File: config.mk
export PLATFORM = sky130hd
export DESIGN_NAME = pipe_skid_flat
export DESIGN_NICKNAME = d
export VERILOG_FILES = /design/src/rtl/pipe_skid_pkg.sv /design/src/rtl/pipe_skid_if.sv /design/src/rtl/pipe_skid_ctl.sv /design/src/rtl/pipe_skid.sv /design/src/flat_wrapper.sv
export SDC_FILE = /design/constraint.sdc
export NUM_CORES = 1
export LEC_CHECK = 0
export ABC_CLOCK_PERIOD_IN_PS = 2620
export BUFFER_PORTS_ARGS = -buffer_cell sky130_fd_sc_hd__buf_2
export CORE_MARGIN = 3
export CORE_UTILIZATION = 37
export DETAILED_ROUTE_END_ITERATION = 16
export GPL_TIMING_DRIVEN = 0
export PLACE_DENSITY = 0.71
export SLEW_MARGIN = 10
export SYNTH_ARGS = -nofsm -noshare
export SYNTH_HDL_FRONTEND = slang
export SYNTH_SLANG_ARGS = --single-unit
File: constraint.sdc
create_clock -name clk -period 2.62 [get_ports clk]
set_clock_uncertainty 0.15 [all_clocks]
set_input_delay 0.131 -clock clk [delete_from_list [all_inputs] [get_ports clk]]
set_output_delay 0.131 -clock clk [all_outputs]
set_load 0.03 [all_outputs]
File: src/rtl/pipe_skid_pkg.sv
// Shared constants for the skid-buffered pipeline stage: state encoding,
// default data width and the state-to-occupancy decode.
package pipe_skid_pkg;

   localparam int DATA_W = 8;

   localparam logic [1:0] ST_EMPTY = 2'b00;
   localparam logic [1:0] ST_BUSY  = 2'b01;
   localparam logic [1:0] ST_FULL  = 2'b10;

   // 2'b11 is unreachable but decodes as EMPTY so the stage never wedges.
   function automatic logic [1:0] st_count(input logic [1:0] st);
      case (st)
         ST_BUSY: st_count = 2'd1;
         ST_FULL: st_count = 2'd2;
         default: st_count = 2'd0;
      endcase
   endfunction

endpackage

File: src/rtl/pipe_skid_if.sv
// Upstream/downstream handshake bundle for pipe_skid.
interface pipe_skid_if #(parameter int width = pipe_skid_pkg::DATA_W) ();

   logic             valid_IN;
   logic [width-1:0] data_IN;
   logic             ready_OUT;
   logic             valid_OUT;
   logic [width-1:0] data_OUT;
   logic             ready_IN;
   logic [1:0]       count_OUT;

   modport master (
      output valid_IN, data_IN, ready_IN,
      input  ready_OUT, valid_OUT, data_OUT, count_OUT
   );

   modport slave (
      input  valid_IN, data_IN, ready_IN,
      output ready_OUT, valid_OUT, data_OUT, count_OUT
   );

endinterface

File: src/rtl/pipe_skid_ctl.sv
// Occupancy FSM for the skid stage; emits load enables for the data
// registers that live in the top level.
module pipe_skid_ctl (
   input  logic       i_clk,
   input  logic       i_rst,
   input  logic       i_flush,
   input  logic       i_valid,
   input  logic       i_ready,
   output logic       o_ready,
   output logic       o_valid,
   output logic [1:0] o_count,
   output logic       o_ld_main_in,
   output logic       o_ld_main_skid,
   output logic       o_ld_skid,
   output logic       o_clr
);
   import pipe_skid_pkg::*;

   logic [1:0] r_state;
   logic [1:0] w_next;
   logic       w_busy, w_full, w_empty;
   logic       w_accept, w_pop;

   assign w_busy  = (r_state == ST_BUSY);
   assign w_full  = (r_state == ST_FULL);
   assign w_empty = ~w_busy & ~w_full;

   // Handshake outputs come only from the state register.
   assign o_ready = ~w_full;
   assign o_valid = ~w_empty;
   assign o_count = st_count(r_state);

   assign w_accept = i_valid & o_ready;
   assign w_pop    = o_valid & i_ready;

   assign o_clr          = i_rst | i_flush;
   assign o_ld_main_in   = ~o_clr & w_accept & (w_empty | (w_busy & w_pop));
   assign o_ld_skid      = ~o_clr & w_accept & w_busy & ~w_pop;
   assign o_ld_main_skid = ~o_clr & w_full & w_pop;

   always_comb begin
      w_next = r_state;
      if (i_flush) begin
         w_next = ST_EMPTY;
      end else if (w_busy) begin
         if (w_accept & ~w_pop)      w_next = ST_FULL;
         else if (~w_accept & w_pop) w_next = ST_EMPTY;
      end else if (w_full) begin
         if (w_pop) w_next = ST_BUSY;
      end else begin
         w_next = w_accept ? ST_BUSY : ST_EMPTY;
      end
   end

   always_ff @(posedge i_clk) begin
      if (i_rst) r_state <= ST_EMPTY;
      else       r_state <= w_next;
   end

endmodule

File: src/rtl/pipe_skid.sv
// Two-entry skid-buffered pipeline stage: registered ready/valid on both
// sides, strict in-order delivery, synchronous flush.
module pipe_skid #(
   parameter int width = pipe_skid_pkg::DATA_W
) (
   input  logic           clk,
   input  logic           rst,
   input  logic           flush,
   pipe_skid_if.slave     bus
);
   import pipe_skid_pkg::*;

   logic [width-1:0] r_main;
   logic [width-1:0] r_skid;
   logic             w_ld_main_in, w_ld_main_skid, w_ld_skid, w_clr;

   pipe_skid_ctl u_ctl (
      .i_clk          (clk),
      .i_rst          (rst),
      .i_flush        (flush),
      .i_valid        (bus.valid_IN),
      .i_ready        (bus.ready_IN),
      .o_ready        (bus.ready_OUT),
      .o_valid        (bus.valid_OUT),
      .o_count        (bus.count_OUT),
      .o_ld_main_in   (w_ld_main_in),
      .o_ld_main_skid (w_ld_main_skid),
      .o_ld_skid      (w_ld_skid),
      .o_clr          (w_clr)
   );

   // Main is the head of the queue; skid only catches the entry that
   // arrives while downstream is stalled.
   always_ff @(posedge clk) begin
      if (w_clr) begin
         r_main <= '0;
         r_skid <= '0;
      end else begin
         if (w_ld_main_in)        r_main <= bus.data_IN;
         else if (w_ld_main_skid) r_main <= r_skid;
         if (w_ld_skid)           r_skid <= bus.data_IN;
      end
   end

   assign bus.data_OUT = r_main;

endmodule

File: src/flat_wrapper.sv
// flat-port wrapper written by rule: the top's interface ports become plain ports
module pipe_skid_flat import pipe_skid_pkg::*;
#(
   parameter int width = pipe_skid_pkg::DATA_W
)
  (clk, rst, flush, bus_valid_IN, bus_data_IN, bus_ready_IN, bus_ready_OUT, bus_valid_OUT, bus_data_OUT, bus_count_OUT);
  pipe_skid_if #(.width(width)) bus_i ();
  input  logic clk;
  input  logic rst;
  input  logic flush;
  input wire logic [$bits(bus_i.valid_IN)-1:0] bus_valid_IN;
  input wire logic [$bits(bus_i.data_IN)-1:0] bus_data_IN;
  input wire logic [$bits(bus_i.ready_IN)-1:0] bus_ready_IN;
  output wire logic [$bits(bus_i.ready_OUT)-1:0] bus_ready_OUT;
  output wire logic [$bits(bus_i.valid_OUT)-1:0] bus_valid_OUT;
  output wire logic [$bits(bus_i.data_OUT)-1:0] bus_data_OUT;
  output wire logic [$bits(bus_i.count_OUT)-1:0] bus_count_OUT;
  assign bus_i.valid_IN = bus_valid_IN;
  assign bus_i.data_IN = bus_data_IN;
  assign bus_i.ready_IN = bus_ready_IN;
  assign bus_ready_OUT = bus_i.ready_OUT;
  assign bus_valid_OUT = bus_i.valid_OUT;
  assign bus_data_OUT = bus_i.data_OUT;
  assign bus_count_OUT = bus_i.count_OUT;
  pipe_skid #(.width(width)) u_core (.clk(clk), .rst(rst), .flush(flush), .bus(bus_i));
endmodule
==> flow_summary.toml, run 1 <==
[logic_synthesis]
synth_edf_count = 0
yosysTopAreaCellShare = 0.427
synth_cell_type_count = 25
synth_seq_cells = 18
yosysMostFrequentCell = "dfxtp_1"
synth-seq-area-share = 0.427
ys_warn_count = 0
synth_area_leader_cell = "dfxtp_1"
ys_top_cells_by_area = "dfxtp_1 43%, mux2i_1 11%, nand2_1 7.6%"
synth-main-ff-cell = "dfxtp_1"
ys_top_cells_by_count = "18 x dfxtp_1, 17 x nand2_1, 11 x nor2_1"
netlist_area_um2 = 843
async_reset_ff_frac = 0
syn_nets = 112
syn_inst = 96
syn_area_per_cell_um2 = 8.78

[route]
drt_wl_total_um = 1880
ant_nets = 0
wl_per_cell_um = 11.9
drt_iter0_drc = 8
avgViaCountPerCell = 4.75
via_count = 751
route.detailed.drc = 0
drt_pass1_iterations = 4

[sta]
rsz0062_at_grt = "false"
slew_headroom = 0.674
max_slew.worst_pin.slew_ns = 0.489
period_needed_ns = 1.87
period_share = 0.714
setup_viol = 0
drv_slew = 0
fin_hold_ws_ns = 0.0952
finalSetupTns_ns = 0
finalHoldViolCount = 0
max_freq_ghz = 0.535

[floorplanning]
io_pins = 25
core_mm2 = 0.00206
initial_utilization = 0.409
fp.dieW_um = 53.7
rows = 16
dieArea_mm2 = 0.00289
fp.dieH_um = 53.7

[setup_path]
worstPathRequired_ns = 2.69
arrival_ns = 1.94
cp-end-kind = "register"
crit_path_start_kind = "register"
worstSetupPathType = "reg2reg"
critPathMaxFanout = 8

[power_and_ir_drop]
p_int_mw = 0.366
leakagePower_nw = 0.443
vdd_drop_max_uv = 343
powerDensity_mw_per_mm2 = 445
p_switching_mw = 0.124
pwr-share-comb = 0.150
power_frac_seq = 0.574
swShare = 0.253
power.share.clock = 0.276

[grt]
grt_pass1_wl_um = 3080
grt_use_total = 0.153
grt_overflow_total = 0
grt_pass1_vias = 710
grt_max_degree = 11
antenna_found_initial = 0

[clock_tree]
cts_setup_buffers = 0
clockBufferDepth = 2
htreeDepth = 1
clk_pin_slew_worst_paths_ns = 0.10
insertion_delay_ns = 0.30
cts_tree = "done"
clock-root-buffer = "clkbuf_4"
cts_buffers = 3
cts_sinks = 18
ctsResizeCount = 0

[run_status]
status = "complete, no violations"

[layout]
synthToLayoutAreaGrowth_pct = 30.4
layout-drive-gt1-share = 0.275
multi_input_area_um2 = 428
n_antenna_cell = 0
regArea_um2 = 360
nFillCells = 192
fin_nets = 149

[run]
drv_cap = 0

[placement]
numPortBuffers = 24
place_hpwl_um = 1340
globalplace.congestion = 0.736

[hold_path]
hold_class = "in2reg"
-- metrics by stage --
stage	cells	util	setup WS (ns)	power [mW]	instance area, um2
after floorplan	96	-	0.837	0.329	843
after global placement	147	0.484	0.834	0.350	997
after detailed placement	147	0.484	0.790	0.352	997
after CTS	158	0.533	0.783	0.495	1100
after global routing	158	0.533	0.625	0.515	1100
final	158	0.533	0.750	0.489	1100
-- power by group through the flow --
stage	combinational [mW]	clock [mW]	sequential [mW]
after global routing	0.0818	0.152	0.281
after floorplan	0.0366	0	0.292
after CTS	0.0742	0.140	0.281
after global placement	0.0635	0	0.287
after detailed placement	0.0647	0	0.287
final	0.0736	0.135	0.281
-- flip-flops by register name (all words and copies together) (netlist names) --
register and count:
u_core.r_skid 8, u_core.u_ctl.r_state 2, u_core.bus.data_OUT 8
-- repair_timing --
item | CTS | global route
hold buffers | 8 | 0
setup endpoints to repair | 0 | 0
hold endpoints to repair | 11 | 0
-- layout make-up --
| type | count | area share |
|---|---|---|
| Buffer | 5 | 0.0330 |
| Inverter | 5 | 0.0171 |
| Sequential cell | 18 | 0.328 |
| Multi-Input combinational cell | 68 | 0.389 |
| Timing Repair Buffer | 32 | 0.182 |
| Clock buffer | 3 | 0.0205 |
| Tap cell | 27 | 0.0307 |
-- worst max-delay path: stages (launching register included) --
cell      delay [ns]
dfxtp_1         0.36
inv_1           0.07
ha_1            0.31
nor2b_1         0.10
buf_2           0.17
and3_1          0.17
clkbuf_2        0.21
nand2_1         0.07
a31oi_1         0.19
-- cell families (layout without fill, tap and decap cells) --
kind of cell | after synthesis | after routing | share of synthesized area
AO/OA/AOI/OAI | 20 | 20 | 0.163
adder cells (fa/ha/maj) | 3 | 3 | 0.0445
buffers and inverters | 10 | 45 | 0.0653
flip-flops | 18 | 18 | 0.427
multiplexers | 9 | 9 | 0.107
AND/OR/NAND/NOR | 36 | 36 | 0.193
-- routing by layer --
layer | vias to the layer above | part of all wire | GRT usage
met5 | - | 0 | 0
met4 | 0 | 0.015 | 0.0511
met3 | 4 | 0.047 | 0.0665
met2 | 12 | 0.51 | 0.266
met1 | 338 | 0.43 | 0.165
li1 | 397 | - | -
-- worst paths after layout --
check,start,to,slack [ns],cells after the start
max reg2reg,u_core.u_ctl.r_state[0],u_core.bus.data_OUT[1],0.75,8
max,u_core.u_ctl.r_state[0],u_core.bus.data_OUT[1],0.75,8
min reg2reg,u_core.bus.data_OUT[5],u_core.bus.data_OUT[5],0.32,2
min,rst,u_core.r_skid[5],0.1,4
-- cell usage in the layout, fill, tap and decap left out --
cell type       n
nand2_1        17
o21ai_0         6
nand3_1         1
o21ai_2         2
nand3b_1        1
buf_6           2
mux2i_1         9
and3_1          1
a31oi_1         8
clkbuf_4        3
buf_2          25
clkbuf_2        1
a211oi_1        1
or3_1           1
a21oi_1         1
clkbuf_1        1
inv_1           5
nor2b_1         1
a32o_1          1
or2_4           1
a211o_4         1
ha_1            3
nand2b_1        1
nor2_1         11
nor2_4          1
dfxtp_1        18
dlygate4sd3_1   8
No activity file was read; power rests on OpenSTA's default activity.
==> run 2, diff against run 1 <==
Settings changed: ABC_AREA set to 1, ABC_CLOCK_PERIOD_IN_PS 2620 to 1730, PLACE_DENSITY 0.71 to 0.7.
Clock period 2.62 ns to 1.73 ns, I/O delays scaled along.
==> run 2 against run 1 <==
Effect of this change: maximum frequency is 14% higher; critical path depth is 1 higher; final cell count is 29% higher; non-clock buffer count is 5 higher; flip-flop and latch count stayed put; largest power group unchanged; global-route usage is 0.66 points lower; hold slack worse by 0.020 ns; total power is 71% higher; area after synthesis is 13% higher; die area is 12% higher.
==> flow_summary.toml, run 2 <==
[run_status]
status = "complete, no violations"

[setup_path]
r2r-start = "u_core.u_ctl.r_state[0]"
worstPathRequired_ns = 1.78
cp-end-kind = "register"
critPathMaxFanout = 10
worstSetupPathType = "reg2reg"
arrival_ns = 1.69
crit_path_start_kind = "register"
cp-startpoint = "u_core.u_ctl.r_state[0]"

[grt]
grt_pass1_wl_um = 3850
grt_max_degree = 11
antenna_found_initial = 0
grt_use_total = 0.147
grt_pass1_vias = 905
grt_overflow_total = 0

[layout]
synthToLayoutAreaGrowth_pct = 40.7
final_cell_mix = "24 x buf_2, 21 x inv_1, 19 x nand2_1, 19 x nand3_1"
fin_nets = 193
final_common_cell = "buf_2"
final_cell_area_mm2 = 0.00135
n_antenna_cell = 0
layout-drive-gt1-share = 0.324

[sta]
period_share = 0.950
drv_slew = 0
period_needed_ns = 1.64
finalSetupTns_ns = 0
max_slew.worst_pin.slew_ns = 0.382
setup_viol = 0
max_freq_ghz = 0.608
finalHoldViolCount = 0
slew_headroom = 0.745

[logic_synthesis]
synth-seq-area-share = 0.377
ys_warn_count = 0
ys_top_cells_by_area = "dfxtp_1 38%, nand3_1 10%, inv_1 9.0%"
ys_top_cells_by_count = "23 x inv_1, 21 x nand2_1, 20 x nand3_1"
yosysTopAreaCellShare = 0.377
syn_inst = 134
yosysMostFrequentCell = "inv_1"
syn_nets = 150
netlist_area_um2 = 956
synth_area_leader_cell = "dfxtp_1"
synth-main-ff-cell = "dfxtp_1"
async_reset_ff_frac = 0
synth_edf_count = 0
syn_area_per_cell_um2 = 7.13
synth_cell_type_count = 20
synth_seq_cells = 18

[hold_path]
hold_start = "bus_valid_IN"
hold_class = "in2reg"

[floorplanning]
initial_utilization = 0.409
fp.dieW_um = 56.8
fp.dieH_um = 56.8
io_pins = 25
rows = 17
dieArea_mm2 = 0.00323
core_mm2 = 0.00234

[power_and_ir_drop]
leakagePower_nw = 0.602
vdd_drop_max_uv = 493
powerDensity_mw_per_mm2 = 621

[route]
wl_per_cell_um = 11.7
drt_pass1_iterations = 4
drt_wl_total_um = 2380
route.detailed.drc = 0
ant_nets = 0
drt_iter0_drc = 26
via_count = 1009
avgViaCountPerCell = 4.95

[placement]
place_area_mm2 = 0.00112
numPortBuffers = 24
place_hpwl_um = 1670
globalplace.congestion = 0.814

[clock_tree]
cts_sinks = 18
cts_buffers = 3
clock-root-buffer = "clkbuf_4"
clockBufferDepth = 2
insertion_delay_ns = 0.29
cts_tree = "done"
htreeDepth = 1
clk_pin_slew_worst_paths_ns = 0.10

[run]
drv_cap = 0
[run 2: per-stage QoR]
stage               power (mW)  cells  hold slack, ns  setup slack [ns]  utilization
floorplan                0.517    134          0.0839           -0.0452            -
global placement         0.551    186           0.204           -0.0609        0.477
detailed placement       0.554    186           0.210            -0.121        0.477
CTS                      0.827    200          0.0641           0.00568        0.543
global route             0.872    204           0.107          -0.00760        0.575
finish                   0.835    204          0.0751            0.0857        0.575
[run 2: area by class of cell]
class | instances | area [um2]
fillers | 218 | 995
multi-input cells | 88 | 533
flip-flops and latches | 18 | 365
repair buffers | 38 | 245
inverters | 24 | 92.6
plain buffers | 4 | 37.5
clock buffers | 4 | 36.3
well taps | 28 | 35.0
[run 2: power by group]
| part | leakage, nW | internal (mW) | switching (mW) |
|---|---|---|---|
| Combinational | 0.434 | 0.0644 | 0.0886 |
| Sequential | 0.147 | 0.422 | 0.00480 |
| Clock | 0.0210 | 0.128 | 0.127 |
| Total | 0.602 | 0.614 | 0.220 |
[run 2: worst paths after layout]
| kind | end | slack (ns) | depth (start not counted) |
|---|---|---|---|
| worst max-delay path | u_core.bus.data_OUT[4] | 0.09 | 9 |
| worst max register to register | u_core.bus.data_OUT[4] | 0.09 | 9 |
| worst min register to register | u_core.bus.data_OUT[5] | 0.33 | 2 |
| worst min-delay path | u_core.u_ctl.r_state[0] | 0.08 | 5 |
[run 2: critical path: stages, from the launching register on]
cell	delay, ns
dfxtp_4	0.36
inv_2	0.10
ha_4	0.22
nor2_2	0.12
nand3_2	0.14
buf_6	0.18
nand3_1	0.09
nand3_1	0.08
nand2_1	0.06
inv_1	0.04
[run 2: repair_timing]
item / in CTS / in global routing
pin swaps: 2 / 3
hold endpoints to repair: 9 / 0
buffers inserted: 2 / 4
endpoints found under the setup margin: 17 / 18
resized for setup: 7 / 9
hold buffers: 8 / 0
cloned: 0 / 0
[run 2: routing by layer]
layer / routed length, um / track usage / up-vias
met3: 150 / 0.0414 / 2
met1: 1020 / 0.183 / 456
met2: 1200 / 0.251 / 34
li1: - / - / 517
met4: 12 / 0.0298 / 0
met5: 0 / 0 / -
[run 2: logic make-up (layout without fill, tap and decap cells)]
family          count (synthesis)  count (layout)  synth area share
compound gates                 33              33             0.192
fa+ha+maj                       3               3            0.0393
buf+inv                        28              70             0.123
flops                          18              18             0.377
simple gates                   52              52             0.268
==> run 3, diff against run 2 <==
Settings changed: ABC_AREA 1 to not set, CORE_UTILIZATION 37 to 49, PLACE_DENSITY 0.7 to 0.87, REMOVE_ABC_BUFFERS set to 1.
==> run 3 against run 2 <==
Effect of this change: critical path depth fell by 1; core utilization grew 17 points; die area shrank 30%; maximum frequency shrank 0.96%; combinational power decreased by 15%; flip-flop and latch count stayed put; non-clock buffer count down 7; global-route usage rose by 5.1 points; critical endpoint is now u_core.r_skid[5]; largest cell class unchanged.
==> flow_summary.toml, run 3 (same netlist as run 1, synthesis figures left out) <==
[placement]
numPortBuffers = 24
globalplace.congestion = 0.776
dpl.cell_count = 131
place_hpwl_um = 1330

[power_and_ir_drop]
leakagePower_nw = 0.448
vdd_drop_max_uv = 387
powerDensity_mw_per_mm2 = 655

[route]
drt_pass1_iterations = 4
route.detailed.drc = 0
drt_wl_total_um = 2220
avgViaCountPerCell = 5.60
ant_nets = 0
drt_iter0_drc = 46
wl_per_cell_um = 15.2
via_count = 818

[sta]
max_slew.worst_pin.slew_ns = 0.863
slew_headroom = 0.423
max_freq_ghz = 0.602
fin_hold_ws_ns = 0.0221
period_share = 0.960
period_needed_ns = 1.66
drv_slew = 0
finalHoldViolCount = 0
setup_viol = 0
rsz0062_at_grt = "false"

[clock_tree]
htreeDepth = 1
cts_sinks = 18
cts_buffers = 3
insertion_delay_ns = 0.30
clk_pin_slew_worst_paths_ns = 0.09
clock-root-buffer = "clkbuf_4"
cts_tree = "done"
clockBufferDepth = 2

[setup_path]
cp-end-kind = "register"
rrSetupSlack_ns = 0.07
r2r-start = "u_core.u_ctl.r_state[0]"
r2r_end = "u_core.r_skid[5]"
arrival_ns = 1.71
worstSetupPathType = "reg2reg"
critPathMaxFanout = 9
crit_path_start_kind = "register"
worstPathRequired_ns = 1.78
worstRegToRegCells = 8

[grt]
grt_pass1_vias = 737
antenna_found_initial = 0
grt_max_degree = 17
grt_use_total = 0.198
grt_pass1_wl_um = 3110
grt_overflow_total = 0

[layout]
synthToLayoutAreaGrowth_pct = 38.4
fin_nets = 148
stdcell_count = 146
multi_input_area_um2 = 505
final_common_cell = "buf_2"
nFillCells = 111
final_cell_mix = "24 x buf_2, 17 x nand2_1, 16 x dfxtp_1"
n_antenna_cell = 0
regArea_um2 = 365
layout-drive-gt1-share = 0.362

[hold_path]
hold_class = "in2reg"
hold_depth = 3
min_to = "u_core.r_skid[2]"
hold_start = "rst"

[run_status]
status = "complete, no violations"

[floorplanning]
rows = 14
fp.dieW_um = 47.5
initial_utilization = 0.541
io_pins = 25
fp.dieH_um = 47.5
core_mm2 = 0.00156
dieArea_mm2 = 0.00225

[run]
drv_cap = 0
run 3: cell types whose count changed in the layout (fill, tap and decap cells not counted), sizes merged, moves of 7 or more:
| cell | previous run | this run |
|---|---|---|
| o21ai | 17 | 8 |
| mux2i | 0 | 9 |
| a31oi | 0 | 8 |
| nand3 | 20 | 1 |
| inv | 24 | 5 |
| nand2 | 24 | 17 |
| a21oi | 16 | 1 |
run 3: worst max-delay path by stage:
stage / from / to / slack, ns / cells after the start
3_5_place_dp: u_core.u_ctl.r_state[0] / u_core.bus.data_OUT[2] / -0.28 / 6
4_1_cts: u_core.u_ctl.r_state[0] / u_core.bus.data_OUT[2] / 0.01 / 6
5_1_grt: u_core.u_ctl.r_state[0] / u_core.r_skid[2] / 0.007 / 8
6_report: u_core.u_ctl.r_state[0] / u_core.r_skid[5] / 0.07 / 8
2_1_floorplan: u_core.u_ctl.r_state[0] / u_core.u_ctl.r_state[1] / -0.07 / 6
3_3_place_gp: u_core.u_ctl.r_state[0] / u_core.bus.data_OUT[2] / -0.17 / 6
run 3: final cells by class:
type / count / share of cell area
Multi-Input combinational cell: 69 / 0.433
Sequential cell: 18 / 0.313
Timing Repair Buffer: 35 / 0.202
Clock buffer: 3 / 0.0193
Tap cell: 16 / 0.0171
Inverter: 5 / 0.0161
run 3: repair_timing:
item / 4_1_cts / 5_1_grt
hold buffers: 8 / 0
pin swaps: 2 / 1
endpoints found under the setup margin: 18 / 18
buffers inserted: 1 / 2
resized for setup: 7 / 13
endpoints found under the hold margin: 15 / 0
gates cloned: 0 / 1
run 3: where the power goes:
| group | total (mW) | leakage, nW | internal [mW] | switching [mW] |
|---|---|---|---|---|
| Sequential | 0.425 | 0.147 | 0.421 | 0.00437 |
| Combinational | 0.130 | 0.288 | 0.0590 | 0.0707 |
| Clock | 0.211 | 0.0138 | 0.0814 | 0.129 |
run 3: stage by stage:
| step | area (um2) | worst slack [ns] | power, mW | TNS [ns] | utilization |
|---|---|---|---|---|---|
| 6_report | 1170 | 0.0696 | 0.765 | 0 | 0.749 |
| 5_1_grt | 1170 | 0.00720 | 0.790 | 0 | 0.749 |
| 4_1_cts | 1090 | 0.0111 | 0.741 | 0 | 0.700 |
| 3_5_place_dp | 947 | -0.278 | 0.526 | -2.54 | 0.608 |
| 3_3_place_gp | 947 | -0.171 | 0.522 | -1.43 | 0.608 |
| 2_1_floorplan | 807 | -0.0664 | 0.492 | -0.630 | - |
run 3: critical path, stage by stage, from the launching register on:
cell	delay, ns
dfxtp_4	0.36
inv_2	0.09
ha_4	0.22
nor2b_4	0.19
buf_4	0.15
nor2_4	0.03
buf_12	0.14
mux2i_1	0.17
nor2_1	0.05
run 3: layer usage:
metal	global-route usage	vias up	wire (um)
met5	0	-	0
met4	0.0829	0	43
met3	0.0226	4	172
met2	0.350	47	1120
met1	0.240	369	882
li1	-	398	-
